$ cat src/rtl/serial_magnitude_comparator.sv
// rtl/serial_magnitude_comparator.sv - digit-serial MSB-first eq/gt/lt comparator with start/busy/done handshake
module serial_magnitude_comparator #(
  parameter int WIDTH      = 8,
  parameter int DIGIT      = 2,
  parameter int EARLY_EXIT = 1
) (
  input  logic             clk,
  input  logic             rst,
  input  logic             start,
  input  logic             signed_mode,
  input  logic [WIDTH-1:0] a,
  input  logic [WIDTH-1:0] b,
  output logic             busy,
  output logic             done,
  output logic             eq,
  output logic             gt,
  output logic             lt
);

  localparam int NDIG = (DIGIT > 0) ? (WIDTH / DIGIT) : 1;
  localparam int IW   = (NDIG > 1) ? $clog2(NDIG) : 1;

  localparam logic [0:0] S_IDLE = 1'b0;
  localparam logic [0:0] S_CMP  = 1'b1;

  localparam logic [WIDTH-1:0] MSB_MASK = WIDTH'(1) << (WIDTH - 1);

  if (DIGIT < 1 || (WIDTH % DIGIT) != 0) begin : g_bad_params
    $error("serial_magnitude_comparator: WIDTH must be a nonzero multiple of DIGIT");
  end

  logic [0:0]       state_q, state_d;
  logic [IW-1:0]    idx_q, idx_d;
  logic [WIDTH-1:0] a_q, a_d, b_q, b_d;
  logic             found_q, found_d;
  logic             fgt_q, fgt_d;
  logic             done_q, done_d;
  logic             eq_q, eq_d, gt_q, gt_d, lt_q, lt_d;

  logic [DIGIT-1:0] a_dig, b_dig;
  logic             diff, hit_found, hit_gt;

  always_comb begin
    state_d   = state_q;
    idx_d     = idx_q;
    a_d       = a_q;
    b_d       = b_q;
    found_d   = found_q;
    fgt_d     = fgt_q;
    done_d    = 1'b0;
    eq_d      = eq_q;
    gt_d      = gt_q;
    lt_d      = lt_q;
    a_dig     = a_q[int'(idx_q) * DIGIT +: DIGIT];
    b_dig     = b_q[int'(idx_q) * DIGIT +: DIGIT];
    diff      = (a_dig != b_dig);
    // The first recorded difference wins; later digits only matter while nothing is recorded.
    hit_found = found_q | diff;
    hit_gt    = found_q ? fgt_q : (a_dig > b_dig);

    case (state_q)
      S_IDLE: begin
        if (start) begin
          // Flipping the sign bit maps two's-complement order onto unsigned order.
          a_d     = a ^ (signed_mode ? MSB_MASK : '0);
          b_d     = b ^ (signed_mode ? MSB_MASK : '0);
          idx_d   = IW'(NDIG - 1);
          found_d = 1'b0;
          fgt_d   = 1'b0;
          state_d = S_CMP;
        end
      end
      S_CMP: begin
        found_d = hit_found;
        fgt_d   = hit_gt;
        if (idx_q == '0 || (EARLY_EXIT != 0 && diff)) begin
          state_d = S_IDLE;
          done_d  = 1'b1;
          eq_d    = ~hit_found;
          gt_d    = hit_found & hit_gt;
          lt_d    = hit_found & ~hit_gt;
        end else begin
          idx_d = idx_q - IW'(1);
        end
      end
      default: state_d = S_IDLE;
    endcase
  end

  always_ff @(posedge clk) begin
    if (rst) begin
      state_q <= S_IDLE;
      idx_q   <= '0;
      a_q     <= '0;
      b_q     <= '0;
      found_q <= 1'b0;
      fgt_q   <= 1'b0;
      done_q  <= 1'b0;
      eq_q    <= 1'b0;
      gt_q    <= 1'b0;
      lt_q    <= 1'b0;
    end else begin
      state_q <= state_d;
      idx_q   <= idx_d;
      a_q     <= a_d;
      b_q     <= b_d;
      found_q <= found_d;
      fgt_q   <= fgt_d;
      done_q  <= done_d;
      eq_q    <= eq_d;
      gt_q    <= gt_d;
      lt_q    <= lt_d;
    end
  end

  assign busy = (state_q == S_CMP);
  assign done = done_q;
  assign eq   = eq_q;
  assign gt   = gt_q;
  assign lt   = lt_q;

endmodule

$ cat config.mk
export PLATFORM = sky130hd
export DESIGN_NAME = serial_magnitude_comparator
export DESIGN_NICKNAME = d
export VERILOG_FILES = /design/src/rtl/serial_magnitude_comparator.sv
export SDC_FILE = /design/constraint.sdc
export NUM_CORES = 1
export LEC_CHECK = 0
export BUFFER_PORTS_ARGS = -buffer_cell sky130_fd_sc_hd__buf_4
export CORE_MARGIN = 8
export CORE_UTILIZATION = 30
export DETAILED_ROUTE_END_ITERATION = 12
export PLACE_DENSITY = 0.56
export SETUP_SLACK_MARGIN = 0.5
export SLEW_MARGIN = 40
export SYNTH_ARGS = -nofsm -noshare
export SYNTH_HDL_FRONTEND = slang
export SYNTH_SLANG_ARGS = --single-unit
$ cat constraint.sdc
create_clock -name clk -period 2.7 [get_ports clk]
set_input_delay 0.27 -clock clk [delete_from_list [all_inputs] [get_ports clk]]
set_output_delay 0.27 -clock clk [all_outputs]
set_load 0.02 [all_outputs]
* After elaboration in Yosys (flattened, before gate mapping)
Index checks and enable logic that the tools add are counted.
** Cells by class
- Shift operators :: 2
- Magnitude comparators :: 1
- Reductions and logical operators :: 6
- Mux-type cells :: 12
- $add $sub $neg :: 1
- Bitwise gates (word level) :: 8
- Eq/ne operators :: 3
- Divide/modulo/power cells :: 0
- $mul :: 0
** Operators by type and width (number)
- indexed part select 8 x 4 -> 2 bit :: 2
- bitwise XOR 8 bit :: 2
- 2-to-1 mux 8 bit :: 1
- case mux 1 bit (2 select lines) :: 3
- AND reduction 2 bit :: 3
- 2-to-1 mux 1 bit :: 5
- 2-to-1 mux 2 bit :: 2
- != test 2 bit (second input constant) :: 2
- case mux 2 bit (2 select lines) :: 1
- NOT 1 bit :: 3
- AND 1 bit :: 2
- greater-than comparator 2 bit :: 1
- logical NOT 2 bit :: 1
- != test 2 bit :: 1
- OR reduction 2 bit :: 1
- subtractor 2 x 1 -> 2 bit (second input constant) :: 1
- logical OR 1 bit :: 1
- bitwise OR 1 bit :: 1
** Storage, ports and cells
- Memory bits (writable) :: 0
- Memories kept :: 0
- Input bits :: 20
- Flip-flop bits (word level) :: 25
- Output and inout bits :: 5
- Memory bits (read-only) :: 0
- Bits in latches :: 0

* Logic depth before layout (Yosys ltp)
- Word-level depth :: 5
- Mapped depth :: 6
- Depth with buffers taken out :: 6

* Worst setup path after synthesis
OpenSTA, ideal clock, no wires.
- Path type :: register -> register
- Start :: register idx_q[1]
- End :: register idx_q[0]
- Slack :: 0.794 ns
- Stages on the path, launching flop included :: 7
- Clock period less this slack :: 1.906 ns
- Arrival :: 1.782 ns
- Required time :: 2.576 ns
- Cell sequence :: dfxtp_1 -> mux4_1 -> inv_1 -> ha_1 -> and3b_2 -> a21oi_2 -> a21oi_1
** On the way
- Word-level cells in the longest chain between the ends :: 5
- Elaborated cells between the ends (all ways) :: 7
** RTL lines
- start, declared :: RTL line 33 : logic [IW-1:0] idx_q, idx_d;
- start signal, assigned :: RTL line 104 : idx_q <= idx_d;
- indexed part select 8 x 4 -> 2 bit, on equally long branches :: RTL line 54, 55
- != test 2 bit :: RTL line 56 : diff = (a_dig != b_dig);
- logical OR 1 bit (*) :: RTL line 76 : if (idx_q == '0 || (EARLY_EXIT != 0 && diff)) begin
- != test 2 bit (no line) (*)
- AND reduction 2 bit (no line) (*)
Every way passes the cells marked *; elsewhere a longest branch is shown, timed or not.
A chain may end at the register's enable or synchronous reset.

* Worst setup path in the final report
Ends and elaborated chain as after synthesis.

==> results.yml <==
timing:
  setup_viol: 0
  slew_headroom_pct: 71.0
  rsz0062_at_grt: "false"
  max_freq_ghz: 0.483
  skew_ns: 0.00348
  worstMarginPinSlew_ns: 0.434
  fin_ws_ns: 0.629
  tns_ns: 0
  final_hold_viol_count: 0
  period_share_pct: 76.7
  whs_ns: 0.237
  timing.final.max_slew_violations: 0
  timing.final.crit_period_ns: 2.07
power_and_ir_drop:
  ir_drop_mv: 0.301
  p_clk_share_pct: 26.8
  p_leak_uw: 0.000550
  p_comb_share_pct: 23.2
  finalPower_uw: 845
  p_int_uw: 597
  netSwitchingPower_uw: 248
  p_seq_share_pct: 50.0
  switching_share_pct: 29.4
  power.density_nw_per_um2: 607
setup_path:
  critPathLaunchType: "flip-flop"
  crit_type: "flip-flop to flip-flop"
  cp_max_fo: 6
  worstPathRequired_ns: 2.86
  endpoint_kind: "flip-flop"
  arrival_ns: 2.23
cts:
  cts_setup_buffers: 0
  clk_path_buf_depth: 2
  cts_buffers: 3
  cts-htree-levels: 1
  cts_tree: "done"
  path_clk_slew_ns: 0.09
  clock_sinks: 25
  root_buffer: "clkbuf_8"
  clk_latency_ns: 0.27
die:
  core_area_sq_um: 3720
  fp.dieH_um: 78.5
  initial_core_util_pct: 31.5
  io_pins: 25
  rows: 22
  dieArea_sq_um: 6160
  chipWidth_um: 78.5
global_routing:
  grt_max_degree: 24
  grt_antenna_before_repair: 0
  track_usage_pct: 8.18
  grt_pass1_wl_um: 4140
  grt_remaining_overflow: 0
  grt_pass1_vias: 925
route:
  route.detailed.drc: 0
  vias: 894
  ant_nets: 0
  detail_route.wl_per_cell_um: 12.1
  viasPerCell: 4.58
  drtIter0Drc: 17
  drtPass1Iterations: 4
  finalWirelength_um: 2360
cells_and_area:
  fin_area_sq_um: 1390
  antenna_cells: 0
  n_fill_cell: 394
  fin_nets: 171
  syn2layout_area_growth_pct: 18.9
  final_cell_mix: "nand2_1, dfxtp_1, buf_4"
  drive_gt1_share_pct: 28.6
  layout_commonest_cell: "nand2_1"
synthesis:
  synth_cells: 126
  seq_area_frac_synth_pct: 42.7
  yosys.cell_types.count: 30
  synth_nets: 149
  ys.warnings.count: 0
  synth_area_sq_um: 1170
  syn_avg_cell_area_sq_um: 9.29
  synth_seq_cells: 25
outcome:
  status: "complete, no violations"
placed_design:
  port_buffers: 24
  gp_congestion: 0.796
  dpl_cell_area_sq_um: 1340
  dpl.hpwl_um: 1790
  place_ws_ns: 0.635
run:
  max_cap_viol_count: 0
worst_hold_path:
  min_path_type: "input pin to flip-flop"
## final cells by class
cell class / count / area (sq um) / area share [%]
Inverter: 6 / 22.5 / 1.62
Clock inverter: 1 / 7.51 / 0.539
Tap cell: 48 / 60.1 / 4.31
Timing Repair Buffer: 24 / 180 / 12.9
Multi-Input combinational cell: 88 / 579 / 41.6
Sequential cell: 25 / 502 / 36.0
Clock buffer: 3 / 41.3 / 2.96
## critical path, stage by stage, from the launching register on
cell     delay [ns]
dfxtp_1        0.45
mux4_1         0.57
inv_1          0.08
ha_1           0.28
and3b_2        0.27
a21oi_2        0.21
a21oi_1        0.10
## cell families (layout without fill, tap and decap cells)
logic type                 Yosys count  after routing  synth area share, %
and+or+nand+nor                     47             47                 18.1
adders and majority gates            3              3                 3.21
buffers and inverters               13             34                 8.23
DFF                                 25             25                 42.7
xor gates and xnor gates             2              2                 1.50
AOI/OAI and AO/OA                   32             32                 18.3
muxes                                4              4                 8.01
## path summary, 6_finish.rpt
path	endpoint	slack (ns)	depth (start not counted)	startpoint
max	idx_q[0]	0.63	6	idx_q[1]
min reg2reg	a_q[3]	0.46	2	a_q[3]
max reg2reg	idx_q[0]	0.63	6	idx_q[1]
min	b_q[5]	0.24	3	b[5]
## cells in the mapped netlist, drive strengths merged
cell | number | area, sq um
a211oi | 2 | 15.0
a21oi | 20 | 123
a221oi | 1 | 15.0
a22oi | 1 | 7.51
a311oi | 1 | 8.76
and3b | 1 | 10.0
buf | 7 | 73.8
dfxtp | 25 | 500
ha | 3 | 37.5
inv | 6 | 22.5
mux4 | 4 | 93.8
nand2 | 31 | 116
nand2b | 1 | 13.8
nand3 | 2 | 10.0
nand3b | 1 | 7.51
nand4 | 1 | 6.26
nor2 | 7 | 26.3
nor2b | 3 | 21.3
o21a | 1 | 7.51
o21ai | 3 | 15.0
o22ai | 1 | 6.26
o31ai | 1 | 7.51
o32ai | 1 | 8.76
xnor2 | 2 | 17.5
## power by group through the flow
stage          clock network, uW  registers [uW]  logic (uW)
3_5_place_dp                   0             432         196
3_3_place_gp                   0             431         195
2_1_floorplan                  0             431         147
5_1_grt                      259             428         217
6_report                     227             423         196
4_1_cts                      239             423         197
## registers in the layout, summed over array words and instances (netlist names)
signal   flops
fgt_q        1
done         1
b_q          8
found_q      1
gt           1
eq           1
lt           1
idx_q        2
busy         1
a_q          8
## per-stage QoR
| stage | utilization [%] | cells |
|---|---|---|
| finish | 37.5 | 195 |
| global route | 37.5 | 195 |
| CTS | 37.3 | 195 |
| detailed placement | 36.0 | 191 |
| global placement | 36.0 | 191 |
| floorplan | - | 126 |
## timing repair
| action | CTS | global route |
|---|---|---|
| resized for setup | 0 | 1 |
| hold buffers | 0 | 0 |
| setup endpoints to repair | 0 | 2 |
## metal layers
layer | wire [um] | vias up | track usage (%)
li1 | - | 475 | -
met1 | 1150 | 393 | 9.87
met2 | 1030 | 22 | 12.5
met3 | 163 | 4 | 4.10
met4 | 18 | 0 | 2.22
met5 | 0 | - | 0
(Power assumes the default switching activity.)
